## config.mk

```make
export PLATFORM = sky130hd
export DESIGN_NAME = d1_ternary_seq_flat
export DESIGN_NICKNAME = d
export VERILOG_FILES = /design/src/rtl/d1_ternary_seq_if.sv /design/src/rtl/d1_ternary_seq.sv /design/src/flat_wrapper.sv
export SDC_FILE = /design/constraint.sdc
export NUM_CORES = 1
export LEC_CHECK = 0
export ABC_AREA = 1
export CAP_MARGIN = 30
export CORE_MARGIN = 2
export CORE_UTILIZATION = 52
export DETAILED_ROUTE_END_ITERATION = 12
export PLACE_DENSITY = 0.88
export SKIP_LAST_GASP = 1
export SYNTH_ARGS = -nofsm -noshare
export SYNTH_HDL_FRONTEND = slang
export SYNTH_SLANG_ARGS = --single-unit
```

## constraint.sdc

```tcl
create_clock -name clk -period 2.55 [get_ports clk]
set_input_delay 0.765 -clock clk [delete_from_list [all_inputs] [get_ports clk]]
set_output_delay 0.765 -clock clk [all_outputs]
set_load 0.01 [all_outputs]
```

## src/rtl/d1_ternary_seq_if.sv

```systemverilog
// Handshake bundle for d1_ternary_seq: frame control, activation stream,
// weight ROM port and result stream.
interface d1_ternary_seq_if #(
    parameter int A_BW        = 8,
    parameter int D1_BW_W     = 2,
    parameter int LOG2_D1_CYC = 9,
    parameter int OUT_BW      = 8
);
    logic                    start;
    logic                    busy;
    logic                    in_valid;
    logic                    in_ready;
    logic signed [A_BW-1:0]  in_data;
    logic [LOG2_D1_CYC-1:0]  d1_cntr;
    logic [D1_BW_W-1:0]      dw_1;
    logic                    out_valid;
    logic                    out_ready;
    logic signed [OUT_BW-1:0] out_data;
    logic                    w_err;

    modport master (
        output start, in_valid, in_data, dw_1, out_ready,
        input  busy, in_ready, d1_cntr, out_valid, out_data, w_err
    );
    modport slave (
        input  start, in_valid, in_data, dw_1, out_ready,
        output busy, in_ready, d1_cntr, out_valid, out_data, w_err
    );
endinterface

```

## src/rtl/d1_ternary_seq.sv

```systemverilog
// Dense-1 ternary sequencer: walks the weight ROM, accumulates +/-/0 products.
// Define D1_SAT_EN to saturate the shifted result instead of wrapping it.
module d1_ternary_seq #(
    parameter int A_BW        = 8,
    parameter int D1_BW_W     = 2,
    parameter int LOG2_D1_CYC = 9,
    parameter int D1_CYC      = 512,
    parameter int D1_SHIFT    = 0,
    parameter int OUT_BW      = 8
) (
    input  logic             clk,
    input  logic             rst_n,
    d1_ternary_seq_if.slave  bus
);
    localparam int ACC_BW = A_BW + LOG2_D1_CYC + 1;
    // one spare bit over the wider of acc/out so the saturation compare never wraps
    localparam int CMP_BW = ((ACC_BW > OUT_BW) ? ACC_BW : OUT_BW) + 1;
    localparam logic signed [CMP_BW-1:0] SAT_MAX = {{(CMP_BW-OUT_BW+1){1'b0}}, {(OUT_BW-1){1'b1}}};
    localparam logic signed [CMP_BW-1:0] SAT_MIN = {{(CMP_BW-OUT_BW+1){1'b1}}, {(OUT_BW-1){1'b0}}};

    typedef enum logic [1:0] {IDLE, ACC, OUT} state_t;

    state_t                    state, state_nxt;
    logic signed [ACC_BW-1:0]  acc, a_ext, prod, acc_sum, acc_sh;
    logic signed [CMP_BW-1:0]  sh_ext;
    logic [OUT_BW-1:0]         out_red;
    logic [LOG2_D1_CYC-1:0]    cntr;
    logic signed [OUT_BW-1:0]  out_q;
    logic                      err_q, xfer, last;

    assign xfer = bus.in_valid && (state == ACC);
    assign last = (cntr == LOG2_D1_CYC'(D1_CYC - 1));

    always_comb begin
        a_ext = {{(ACC_BW-A_BW){bus.in_data[A_BW-1]}}, bus.in_data};
        prod  = '0;
        if (bus.dw_1 == D1_BW_W'(1))
            prod = a_ext;
        else if (bus.dw_1 == D1_BW_W'(3))
            prod = -a_ext;
    end

    assign acc_sum = acc + prod;
    assign acc_sh  = acc_sum >>> D1_SHIFT;
    assign sh_ext  = {{(CMP_BW-ACC_BW){acc_sh[ACC_BW-1]}}, acc_sh};

    always_comb begin
        out_red = sh_ext[OUT_BW-1:0];
`ifdef D1_SAT_EN
        if (sh_ext > SAT_MAX)
            out_red = SAT_MAX[OUT_BW-1:0];
        else if (sh_ext < SAT_MIN)
            out_red = SAT_MIN[OUT_BW-1:0];
`endif
    end

    always_ff @(posedge clk or negedge rst_n) begin
        if (!rst_n)
            state <= IDLE;
        else
            state <= state_nxt;
    end

    always_comb begin
        state_nxt     = state;
        bus.busy      = 1'b0;
        bus.in_ready  = 1'b0;
        bus.out_valid = 1'b0;
        case (state)
            IDLE: if (bus.start) state_nxt = ACC;
            ACC: begin
                bus.busy     = 1'b1;
                bus.in_ready = 1'b1;
                if (xfer && last) state_nxt = OUT;
            end
            OUT: begin
                bus.busy      = 1'b1;
                bus.out_valid = 1'b1;
                if (bus.out_ready) state_nxt = IDLE;
            end
            default: state_nxt = IDLE;
        endcase
    end

    always_ff @(posedge clk or negedge rst_n) begin
        if (!rst_n) begin
            acc   <= '0;
            cntr  <= '0;
            out_q <= '0;
            err_q <= 1'b0;
        end else if (state == IDLE && bus.start) begin
            acc   <= '0;
            cntr  <= '0;
            err_q <= 1'b0;
        end else if (xfer) begin
            acc  <= acc_sum;
            cntr <= cntr + LOG2_D1_CYC'(1);
            if (bus.dw_1 == D1_BW_W'(2))
                err_q <= 1'b1;
            // result captured from the sum that already includes the final product
            if (last)
                out_q <= out_red;
        end
    end

    assign bus.d1_cntr  = cntr;
    assign bus.out_data = out_q;
    assign bus.w_err    = err_q;
endmodule

```

## src/flat_wrapper.sv

```systemverilog
// flat-port wrapper written by rule: the top's interface ports become plain ports
module d1_ternary_seq_flat 
#(
    parameter int A_BW        = 8,
    parameter int D1_BW_W     = 2,
    parameter int LOG2_D1_CYC = 9,
    parameter int D1_CYC      = 512,
    parameter int D1_SHIFT    = 0,
    parameter int OUT_BW      = 8
)
  (clk, rst_n, bus_start, bus_in_valid, bus_in_data, bus_dw_1, bus_out_ready, bus_busy, bus_in_ready, bus_d1_cntr, bus_out_valid, bus_out_data, bus_w_err);
  d1_ternary_seq_if #(.A_BW(A_BW), .D1_BW_W(D1_BW_W), .LOG2_D1_CYC(LOG2_D1_CYC), .OUT_BW(OUT_BW)) bus_i ();
  input  logic clk;
  input  logic rst_n;
  input wire logic [$bits(bus_i.start)-1:0] bus_start;
  input wire logic [$bits(bus_i.in_valid)-1:0] bus_in_valid;
  input wire logic [$bits(bus_i.in_data)-1:0] bus_in_data;
  input wire logic [$bits(bus_i.dw_1)-1:0] bus_dw_1;
  input wire logic [$bits(bus_i.out_ready)-1:0] bus_out_ready;
  output wire logic [$bits(bus_i.busy)-1:0] bus_busy;
  output wire logic [$bits(bus_i.in_ready)-1:0] bus_in_ready;
  output wire logic [$bits(bus_i.d1_cntr)-1:0] bus_d1_cntr;
  output wire logic [$bits(bus_i.out_valid)-1:0] bus_out_valid;
  output wire logic [$bits(bus_i.out_data)-1:0] bus_out_data;
  output wire logic [$bits(bus_i.w_err)-1:0] bus_w_err;
  assign bus_i.start = bus_start;
  assign bus_i.in_valid = bus_in_valid;
  assign bus_i.in_data = bus_in_data;
  assign bus_i.dw_1 = bus_dw_1;
  assign bus_i.out_ready = bus_out_ready;
  assign bus_busy = bus_i.busy;
  assign bus_in_ready = bus_i.in_ready;
  assign bus_d1_cntr = bus_i.d1_cntr;
  assign bus_out_valid = bus_i.out_valid;
  assign bus_out_data = bus_i.out_data;
  assign bus_w_err = bus_i.w_err;
  d1_ternary_seq #(.A_BW(A_BW), .D1_BW_W(D1_BW_W), .LOG2_D1_CYC(LOG2_D1_CYC), .D1_CYC(D1_CYC), .D1_SHIFT(D1_SHIFT), .OUT_BW(OUT_BW)) u_core (.clk(clk), .rst_n(rst_n), .bus(bus_i));
endmodule
```

==> impl_metrics.ini <==
[setup_path]
critPathRequiredTime_ns = 2.80
highest_cell_delay_on_the_worst_timing_path_ns = 0.30
slowest_stage_cell_on_the_critical_path = sky130_fd_sc_hd__o31ai_2
critical_path.endpoint_type = flip-flop
crit_chain = dlygate4sd2_1, buf_4, nor2_1, nand2_1, o31ai_2, o21ai_1, a21oi_2, ha_1, nand2_1, inv_2, nand3_2, nand3_2, inv_2, nand3_2, nand3_2, nand2_1
number_of_cell_instances_on_the_worst_register_to_register_path = 11
rr_startpoint = u_core.bus.d1_cntr[0]
timing_worst_setup_path_type = primary input to flip-flop
r2r-end = u_core.state[1]
r2r_slack_ns = 0.42
critPathLaunchType = primary input
critPathArrivalTime_ns = 2.81
path_common_cell = sky130_fd_sc_hd__nand3_2
crit_path_max_fanout = 2

[clock_tree]
worst_setup_hold_path_clk_slew_ns = 0.16
clkSinkCount = 28
htree_num_levels = 1
worstSkewPairLatency_ns = 0.34
clk_path_buf_depth = 2
clock_tree_from_tritoncts = done
cts-buffers-inserted = 3
cts.root.buffer_cell = sky130_fd_sc_hd__clkbuf_4

[floorplan]
floorplan.initialDensity = 0.5465
number_of_core_rows = 21
fp.dieW_um = 63.45
core_region_area_mm2 = 0.003363
die_extent_in_y_um = 63.45
pin_count = 36
floorplan.die_area_mm2 = 0.004026

[placement]
globalplace.congestion = 0.9136
dp_worst_setup_slack_ns = -0.5762
detailed_place_hpwl_um = 3298
port_buffers = 35
dpl_cell_area_mm2 = 0.002382

[hold_path]
hold-path-endpoint = u_core.bus.out_data[6]
min_from = u_core.bus.out_data[6]
hold_class = flip-flop to flip-flop
min_delay_path_depth = 2

[synthesis]
synth.yosys.warnings = 0
cell_count_after_synthesis = 236
synth.net_count = 266
yosysUniqueCellTypes = 31
synthesis.area_mm2 = 0.001838
syn_avg_cell_area_um2 = 7.788
synth_seq_area_share = 0.3812
synth.ff_latch_count = 28

[routing]
route.final.wire_length_um = 4946
drcViolationCount = 0
drtAntennaViolNets = 0
drt-pass1-iter-count = 4
wl_per_cell_um = 14.38
route.detailed.vias_per_inst = 5.326
dr_total_vias = 1832
initialDrtViolationCount = 126

[global_route]
first_pass_grt_wire_length_um = 7838
first_global_vias = 1763
antenna_found_initial = 0
gr-total-overflow = 0
gr-usage-all-layers = 0.2431
pin_count_of_the_biggest_net_entering_global_routing = 29

[power]
design_power_total_mw = 1.909
leakagePower_nw = 1.319
power_density_mw_per_mm2 = 730.9
largest_vdd_supply_drop_v = 0.0006520

[sta]
finalMaxSlewViolations = 0
fmaxAchievable_mhz = 390.4
worst_slew_margin_rel = 0.7663
final_hold_viol_count = 0
timing_worst_slew_pin_value_ns = 0.3505
grt_setup_unrepaired = true
timing.final.ws_setup_ns = -0.01153
setup_viol = 1
skew_ns = 0.01661
final.min_clock_period_ns = 2.562
post-route-period-util = 1.005

[final_layout]
fin_util = 0.7764
regArea_um2 = 700.7
antenna_cells = 0
multi_input_comb_area_mm2 = 0.001092
filler_cell_count = 250
relative_area_change_from_synthesis_to_final_layout_pct = 42.07
post-route-cell-area_mm2 = 0.002611
layout.nets = 329
layout-drive-gt1-share = 0.2651

[status]
status = finished with violations
failed_checks = setup timing

[run]
max-cap-violations = 0
where the power goes:
part	total, mW	internal [mW]	switching (mW)	leakage [nW]
logic	1.02	0.460	0.558	0.911
clock network	0.292	0.159	0.133	0.0279
registers	0.599	0.531	0.0678	0.380
state kept, by name, summed over array words and instances, names as in the netlist:
signal	count
u_core.acc	8
u_core.bus.d1_cntr	9
u_core.state	2
u_core.bus.w_err	1
u_core.bus.out_data	8
cell type report:
type / count / share of cell area
multi-input combinational: 163 / 0.4183
timing repair buffer: 62 / 0.2104
tap: 46 / 0.02204
clock buffer: 3 / 0.008625
sequential: 28 / 0.2683
inverter: 41 / 0.06085
clock inverter: 1 / 0.01150
cells in the mapped netlist:
cell type | number | area share
sky130_fd_sc_hd__nand2_1 | 50 | 0.10
sky130_fd_sc_hd__inv_1 | 37 | 0.076
sky130_fd_sc_hd__dfrtp_1 | 28 | 0.38
sky130_fd_sc_hd__nand3_1 | 19 | 0.052
sky130_fd_sc_hd__o21ai_0 | 17 | 0.046
sky130_fd_sc_hd__a21oi_1 | 16 | 0.044
sky130_fd_sc_hd__nor2_1 | 15 | 0.031
sky130_fd_sc_hd__ha_1 | 14 | 0.095
sky130_fd_sc_hd__nor3_1 | 4 | 0.011
sky130_fd_sc_hd__nand4_1 | 3 | 0.010
sky130_fd_sc_hd__o21ai_1 | 3 | 0.0082
sky130_fd_sc_hd__o21ai_2 | 3 | 0.014
sky130_fd_sc_hd__xnor2_1 | 3 | 0.014
sky130_fd_sc_hd__a22o_1 | 2 | 0.0095
sky130_fd_sc_hd__a31oi_1 | 2 | 0.0068
sky130_fd_sc_hd__inv_2 | 2 | 0.0041
sky130_fd_sc_hd__inv_4 | 2 | 0.0068
sky130_fd_sc_hd__nor2_8 | 2 | 0.022
sky130_fd_sc_hd__nor3_2 | 2 | 0.011
sky130_fd_sc_hd__buf_2 | 1 | 0.0027
sky130_fd_sc_hd__buf_4 | 1 | 0.0041
sky130_fd_sc_hd__buf_6 | 1 | 0.0061
sky130_fd_sc_hd__clkbuf_2 | 1 | 0.0027
sky130_fd_sc_hd__fa_1 | 1 | 0.011
sky130_fd_sc_hd__nand2_2 | 1 | 0.0034
sky130_fd_sc_hd__nand2_4 | 1 | 0.0061
sky130_fd_sc_hd__nor3b_1 | 1 | 0.0041
sky130_fd_sc_hd__o221ai_1 | 1 | 0.0048
sky130_fd_sc_hd__o22ai_1 | 1 | 0.0034
sky130_fd_sc_hd__o31ai_1 | 1 | 0.0041
sky130_fd_sc_hd__or2_2 | 1 | 0.0034
critical path, delay by kind of cell:
family / cells / cell delay (ns)
simple gates: 8 / 0.67
compound gates: 3 / 0.59
fa+ha+maj: 1 / 0.28
buf+inv: 4 / 0.52
per-stage QoR:
stage	hold slack, ns	setup TNS, ns	instances
finish	0.5060	-0.01153	344
global route	0.5279	-0.3495	344
CTS	0.5058	0	342
detailed placement	0.4660	-5.708	335
global placement	0.4646	-4.909	335
floorplan	0.4555	0	236
layer usage:
layer  share of wire  track usage
met4           0.015       0.1033
met3           0.058      0.03214
met2            0.48       0.3882
met1            0.44       0.3326
met5               0            0
logic make-up after synthesis:
family | synth area share
compound gates | 0.1409
xor+xnor | 0.01430
fa+ha+maj | 0.1062
buf+inv | 0.1021
flops | 0.3812
simple gates | 0.2553
repair_timing:
| action | CTS | global route |
|---|---|---|
| buffers inserted | 3 | 2 |
| hold buffers | 0 | 0 |
| hold endpoints to repair | 0 | 0 |
| pin swaps | 20 | 12 |
| cloned | 0 | 0 |
| resized for setup | 24 | 27 |
| endpoints found under the setup margin | 10 | 10 |
how the worst max path moves through the flow:
stage	start	slack, ns	endpoint	cells after the start
after CTS	bus_in_data[1]	0.002	u_core.acc[7]	18
after detailed placement	bus_in_data[0]	-0.58	u_core.bus.out_data[7]	16
final	bus_in_data[1]	-0.01	u_core.acc[7]	16
after global placement	bus_in_data[1]	-0.53	u_core.bus.out_data[5]	15
after floorplan	bus_in_data[0]	0.1	u_core.acc[5]	14
after global routing	bus_in_data[1]	-0.08	u_core.acc[7]	16
layout by cell type, fill, tap and decap left out, drive strengths merged, types with 3 or more instances in the layout:
cell,instances
a21oi,16
buf,27
clkbuf,4
clkdlybuf4s50,29
dfrtp,28
dlygate4sd2,4
ha,14
inv,41
nand2,52
nand3,19
nand4,3
nor2,17
nor3,6
o21ai,23
xnor2,3
Note: power is estimated with default switching activity, not from simulation.
